$ cat src/rtl/particle_raster.sv
// Purpose: snapshots three particle positions per frame tick and streams a 16x16 on/off grid, row-major.
// Latency: frame_tick at edge T -> first pixel valid at T+2, one pixel per accepted beat, frame_done after the last.
// Backpressure: valid/ready; pixel outputs hold while pix_valid & !pix_ready, pix_ready ignored outside SCAN.
//
// Ports: clk, reset (sync, active-high), frame_tick, x0..y2 (signed physics units, +y up),
//        pix_ready/pix_valid handshake with pix_row (0 = top), pix_col (0 = left), pix_on,
//        frame_done (one-cycle pulse), busy (high outside IDLE).
// Build option: define PARTICLE_RASTER_HALO_EN to light the four orthogonal neighbours of each particle cell.
module particle_raster #(
    parameter int GRID_BITS   = 4,
    parameter int COORD_SHIFT = 4
) (
    input  logic                  clk,
    input  logic                  reset,
    input  logic                  frame_tick,
    input  logic signed [15:0]    x0,
    input  logic signed [15:0]    y0,
    input  logic signed [15:0]    x1,
    input  logic signed [15:0]    y1,
    input  logic signed [15:0]    x2,
    input  logic signed [15:0]    y2,
    input  logic                  pix_ready,
    output logic                  pix_valid,
    output logic [GRID_BITS-1:0]  pix_row,
    output logic [GRID_BITS-1:0]  pix_col,
    output logic                  pix_on,
    output logic                  frame_done,
    output logic                  busy
);

    localparam int SPAN_BITS = GRID_BITS + COORD_SHIFT;
    localparam logic [GRID_BITS-1:0] LAST = '1;

    typedef enum logic [1:0] {IDLE, LATCH, SCAN, DONE} state_t;
    state_t state;

    // Clamp to [0, 2^SPAN_BITS-1] and drop the sub-cell bits in one step:
    // anything above the span lands in the last cell.
    function automatic logic [GRID_BITS-1:0] to_cell(input logic signed [15:0] v);
        if (v[15])
            return '0;
        else if (($unsigned(v) >> SPAN_BITS) != 16'd0)
            return '1;
        else
            return v[SPAN_BITS-1:COORD_SHIFT];
    endfunction

    // Distances are taken in int so neighbours never wrap across grid edges.
    function automatic logic cell_hit(input logic [GRID_BITS-1:0] r, input logic [GRID_BITS-1:0] c,
                                      input logic [GRID_BITS-1:0] pr, input logic [GRID_BITS-1:0] pc);
        int dr;
        int dc;
        dr = int'(r) - int'(pr);
        dc = int'(c) - int'(pc);
`ifdef PARTICLE_RASTER_HALO_EN
        if (dr < 0) dr = -dr;
        if (dc < 0) dc = -dc;
        return (dr + dc) <= 1;
`else
        return (dr == 0) && (dc == 0);
`endif
    endfunction

    logic [GRID_BITS-1:0] snap_r [3];
    logic [GRID_BITS-1:0] snap_c [3];
    logic [GRID_BITS-1:0] cell_r [3];
    logic [GRID_BITS-1:0] cell_c [3];
    logic [GRID_BITS-1:0] src_r  [3];
    logic [GRID_BITS-1:0] src_c  [3];
    logic [GRID_BITS-1:0] next_row, next_col, tgt_row, tgt_col;
    logic                 next_on;

    always_comb begin
        // +y is up in physics space, row 0 is the top of the display.
        snap_c[0] = to_cell(x0);
        snap_r[0] = ~to_cell(y0);
        snap_c[1] = to_cell(x1);
        snap_r[1] = ~to_cell(y1);
        snap_c[2] = to_cell(x2);
        snap_r[2] = ~to_cell(y2);

        next_col = pix_col + GRID_BITS'(1);
        next_row = (pix_col == LAST) ? pix_row + GRID_BITS'(1) : pix_row;

        // pix_on is registered alongside the coordinates, so it is computed for the
        // pixel about to be presented. In LATCH that is (0,0) using the fresh snapshot.
        if (state == LATCH) begin
            tgt_row = '0;
            tgt_col = '0;
            src_r   = snap_r;
            src_c   = snap_c;
        end else begin
            tgt_row = next_row;
            tgt_col = next_col;
            src_r   = cell_r;
            src_c   = cell_c;
        end

        next_on = 1'b0;
        for (int p = 0; p < 3; p++)
            next_on = next_on | cell_hit(tgt_row, tgt_col, src_r[p], src_c[p]);
    end

    always_ff @(posedge clk) begin
        if (reset) begin
            state      <= IDLE;
            pix_valid  <= 1'b0;
            pix_row    <= '0;
            pix_col    <= '0;
            pix_on     <= 1'b0;
            frame_done <= 1'b0;
            busy       <= 1'b0;
            for (int p = 0; p < 3; p++) begin
                cell_r[p] <= '0;
                cell_c[p] <= '0;
            end
        end else begin
            case (state)
                IDLE: begin
                    frame_done <= 1'b0;
                    if (frame_tick) begin
                        state <= LATCH;
                        busy  <= 1'b1;
                    end
                end
                LATCH: begin
                    cell_r    <= snap_r;
                    cell_c    <= snap_c;
                    pix_row   <= '0;
                    pix_col   <= '0;
                    pix_on    <= next_on;
                    pix_valid <= 1'b1;
                    state     <= SCAN;
                end
                SCAN: begin
                    if (pix_ready) begin
                        if (pix_row == LAST && pix_col == LAST) begin
                            pix_valid  <= 1'b0;
                            pix_on     <= 1'b0;
                            pix_row    <= '0;
                            pix_col    <= '0;
                            frame_done <= 1'b1;
                            state      <= DONE;
                        end else begin
                            pix_row <= next_row;
                            pix_col <= next_col;
                            pix_on  <= next_on;
                        end
                    end
                end
                DONE: begin
                    frame_done <= 1'b0;
                    busy       <= 1'b0;
                    state      <= IDLE;
                end
                default: state <= IDLE;
            endcase
        end
    end

endmodule

$ cat config.mk
export PLATFORM = sky130hd
export DESIGN_NAME = particle_raster
export DESIGN_NICKNAME = d
export VERILOG_FILES = /design/src/rtl/particle_raster.sv
export SDC_FILE = /design/constraint.sdc
export NUM_CORES = 1
export LEC_CHECK = 0
export ABC_AREA = 1
export BUFFER_PORTS_ARGS = -buffer_cell sky130_fd_sc_hd__buf_4
export CAP_MARGIN = 20
export CORE_MARGIN = 2
export CORE_UTILIZATION = 25
export CTS_CLUSTER_SIZE = 8
export DETAILED_ROUTE_END_ITERATION = 10
export PLACE_DENSITY = 0.56
export SLEW_MARGIN = 40
export SYNTH_ARGS = -nofsm -noshare
export SYNTH_HDL_FRONTEND = slang
export SYNTH_SLANG_ARGS = --single-unit
$ cat constraint.sdc
create_clock -name clk -period 2.3 [get_ports clk]
set_input_delay 0.23 -clock clk [delete_from_list [all_inputs] [get_ports clk]]
set_output_delay 0.23 -clock clk [all_outputs]
set_load 0.05 [all_outputs]
==> implementation parameters <==
Parameter                              Value

Setup path
  Data required, critical path ... 2.47 ns
  Element type at the critical path end ... flop
  Data arrival at the endpoint of the critical path ... 2.34 ns
  Critical-path maximum fanout ... 3
  Kind of start point of the critical path ... flop
  Classification of the worst setup path ... flop to flop

Routing
  DRC violations left ... 0
  Detailed Route Iter0 Violations ... 76
  Via density per instance ... 4.29
  Antenna violation net count after detailed routing ... 0
  First drt pass iteration count ... 4
  WL final ... 6670 um
  Via count ... 2656
  Routed wire length per instance ... 10.8 um

Layout
  Fraction of layout cells with a size suffix above 1 ... 0.296
  Post-synthesis to final-layout area growth ... 45.5%
  Filler instances ... 1049
  Post-layout net count ... 615
  Layout Utilization ... 0.377
  Antenna fix cells ... 0
  Post-route non-filler standard cell count ... 619
  Multi-input gate area ... 1700 um2
  Layout Cell Area excl Fill ... 3720 um2
  FF/Latch Area ... 772 um2

Global route
  Overall track demand over capacity in global routing ... 0.119
  Largest net degree at the start of global routing ... 35
  Total global routing overflow ... 0
  Global routing usage on met2 ... 0.212
  GRT met1 Usage ... 0.142
  Grt peak-use layer ... met2
  Number of antenna violations at the first check in global routing ... 0
  Global-route wire length before repair ... 11000 um
  Met3 usage ... 0.0287
  Via count of the first global-routing pass ... 2644

Power
  Total power draw ... 3.28 mW
  Leakage power of the design ... 1.80 nW
  Areal power density over the cells ... 881 nW/um2
  Peak supply drop ... 0.269 mV

STA
  Clock period minus final worst setup slack ... 2.17 ns
  Setup repair after global routing missed its margin ... true
  Fmax ... 0.461 GHz
  Setup TNS ... 0 ns
  Hold Fails Final Rpt ... 0
  Final count of negative-setup-slack endpoints ... 0
  Worst Clk Skew ... 0.00537 ns
  Final cycle utilization of the critical path ... 0.943
  Transition time of the tightest slew-check pin ... 0.436 ns
  Max transition margin ... 0.707
  Max-slew violation count ... 0

Placement
  Placed Cells incl. Taps ... 605
  HPWL after detailed placement ... 5090 um
  Cell area reported after detailed placement ... 3420 um2
  PortBufs ... 87
  RePlAce Congestion ... 0.769

Clock network
  Clock Latency Late Sink ... 0.29 ns
  Number of levels in the clock H-tree ... 2
  Hold-fix buffers, CTS ... 0
  Worst-path clk slew ... 0.08 ns
  Root Driver ... clkbuf_8
  CTS tree ... done
  Number of clock sinks ... 38
  CTS buffer count ... 5
  Clock Path Buffers ... 2

Yosys
  Top_reg_cell synth ... dfxtp_1
  Synthesized instance count ... 386
  Count of synthesis-stage warnings from yosys ... 0
  Share of synthesized registers carrying an async set or reset ... 0
  Post-synthesis sequential element count ... 38
  Cell accounting for the most synthesized area ... dfxtp_1
  Ranking of synthesized cells by area ... dfxtp_1, ha_1, nand2_1, nor2_1, inv_1
  Top cells by instance count after synthesis ... nand2_1, nor2_1, inv_1
  Post-synthesis cell area ... 2560 um2
  Mean post-synth cell area ... 6.63 um2
  Share of the yosys chip area belonging to registers ... 0.297
  Number of flops mapped to enable cells by yosys ... 0
  Number of nets in the synthesized netlist ... 516
  Dominant cell by count in the synthesized netlist ... nand2_1
  Count of unique library cells instantiated by Yosys ... 27
  Area share of the leading cell type in the synthesized netlist ... 0.297

Floorplan
  I/O pins ... 112
  Core Region ... 9860 um2
  Std cell rows ... 36
  Y dimension of the die ... 105 um
  Overall die area ... 11100 um2
  Initial cell density of the core ... 0.259
  Horizontal extent of the die ... 105 um

Outcome
  Result of the run ... complete, no violations

Worst hold path
  Worst min path class ... primary input to flop

Flow run
  Count of maximum capacitance violations ... 0
cell usage in the layout, fill, tap and decap left out, types with 9 or more instances in the layout:
| cell | Yosys | layout |
|---|---|---|
| dfxtp_1 | 38 | 33 |
| o31ai_1 | 9 | 9 |
| buf_4 | 1 | 97 |
| inv_1 | 57 | 55 |
| ha_1 | 30 | 26 |
| o21ai_0 | 16 | 10 |
| nand3_1 | 16 | 15 |
| nand2_1 | 85 | 83 |
| a21oi_1 | 21 | 19 |
| nor2_1 | 74 | 66 |
where the power goes:
| group | internal, mW | switching (mW) | leakage (nW) |
|---|---|---|---|
| registers | 0.829 | 0.0639 | 0.314 |
| logic | 0.810 | 1.10 | 1.44 |
| clock network | 0.242 | 0.237 | 0.0482 |
critical path, stage by stage (launching register included):
cell and delay [ns]:
dfxtp_4 0.37, ha_4 0.16, nand3_4 0.08, inv_2 0.06, nand4_1 0.09, or2_1 0.28
a21oi_2 0.16, buf_6 0.14, ha_4 0.21, nand2_2 0.04, o21bai_1 0.11, nand2_1 0.07
nand3_1 0.09, nand3_2 0.08, nand2_2 0.08, a21oi_2 0.04
routing by layer:
layer | up-vias | part of all wire
li1 | 1440 | -
met1 | 1148 | 0.47
met2 | 63 | 0.47
met3 | 5 | 0.050
met4 | 0 | 0.0092
met5 | - | 0
worst paths after layout:
kind | to | startpoint | slack (ns) | depth (start not counted)
max | pix_on | pix_col[1] | 0.13 | 15
min | cell_c[8] | x0[4] | 0.25 | 3
max reg2reg | pix_on | pix_col[1] | 0.13 | 15
min reg2reg | frame_done | frame_done | 0.46 | 2
kinds of logic after synthesis:
| kind of cell | count (synthesis) | synth area share |
|---|---|---|
| xor+xnor | 4 | 0.0137 |
| buf+inv | 65 | 0.0978 |
| fa+ha+maj | 30 | 0.147 |
| flops | 38 | 0.297 |
| compound gates | 62 | 0.145 |
| simple gates | 187 | 0.299 |
state kept, by name (all words and copies together) (netlist names), 2 cells and up:
register,cells
state,2
cell_c,12
cell_r,12
pix_row,4
pix_col,4
layout make-up:
class	count	area share
sequential	38	0.207
inverter	57	0.0575
clock buffer	7	0.0232
multi-input combinational	283	0.455
tap	133	0.0447
timing repair buffer	100	0.211
clock inverter	1	0.00134
through the flow:
| stage | hold WS, ns | setup WS [ns] |
|---|---|---|
| floorplan | 0.422 | 0.0360 |
| global placement | 0.440 | 0.0802 |
| detailed placement | 0.448 | -0.00238 |
| CTS | 0.241 | 0.000493 |
| global route | 0.254 | -0.0127 |
| finish | 0.247 | 0.130 |
repair_timing:
action	CTS	global route
gates resized for setup	3	36
cloned	0	1
pin swaps	0	8
hold endpoints to repair	0	0
buffers inserted	0	5
setup endpoints to repair	1	1
Power figures use the tool's default switching activity.
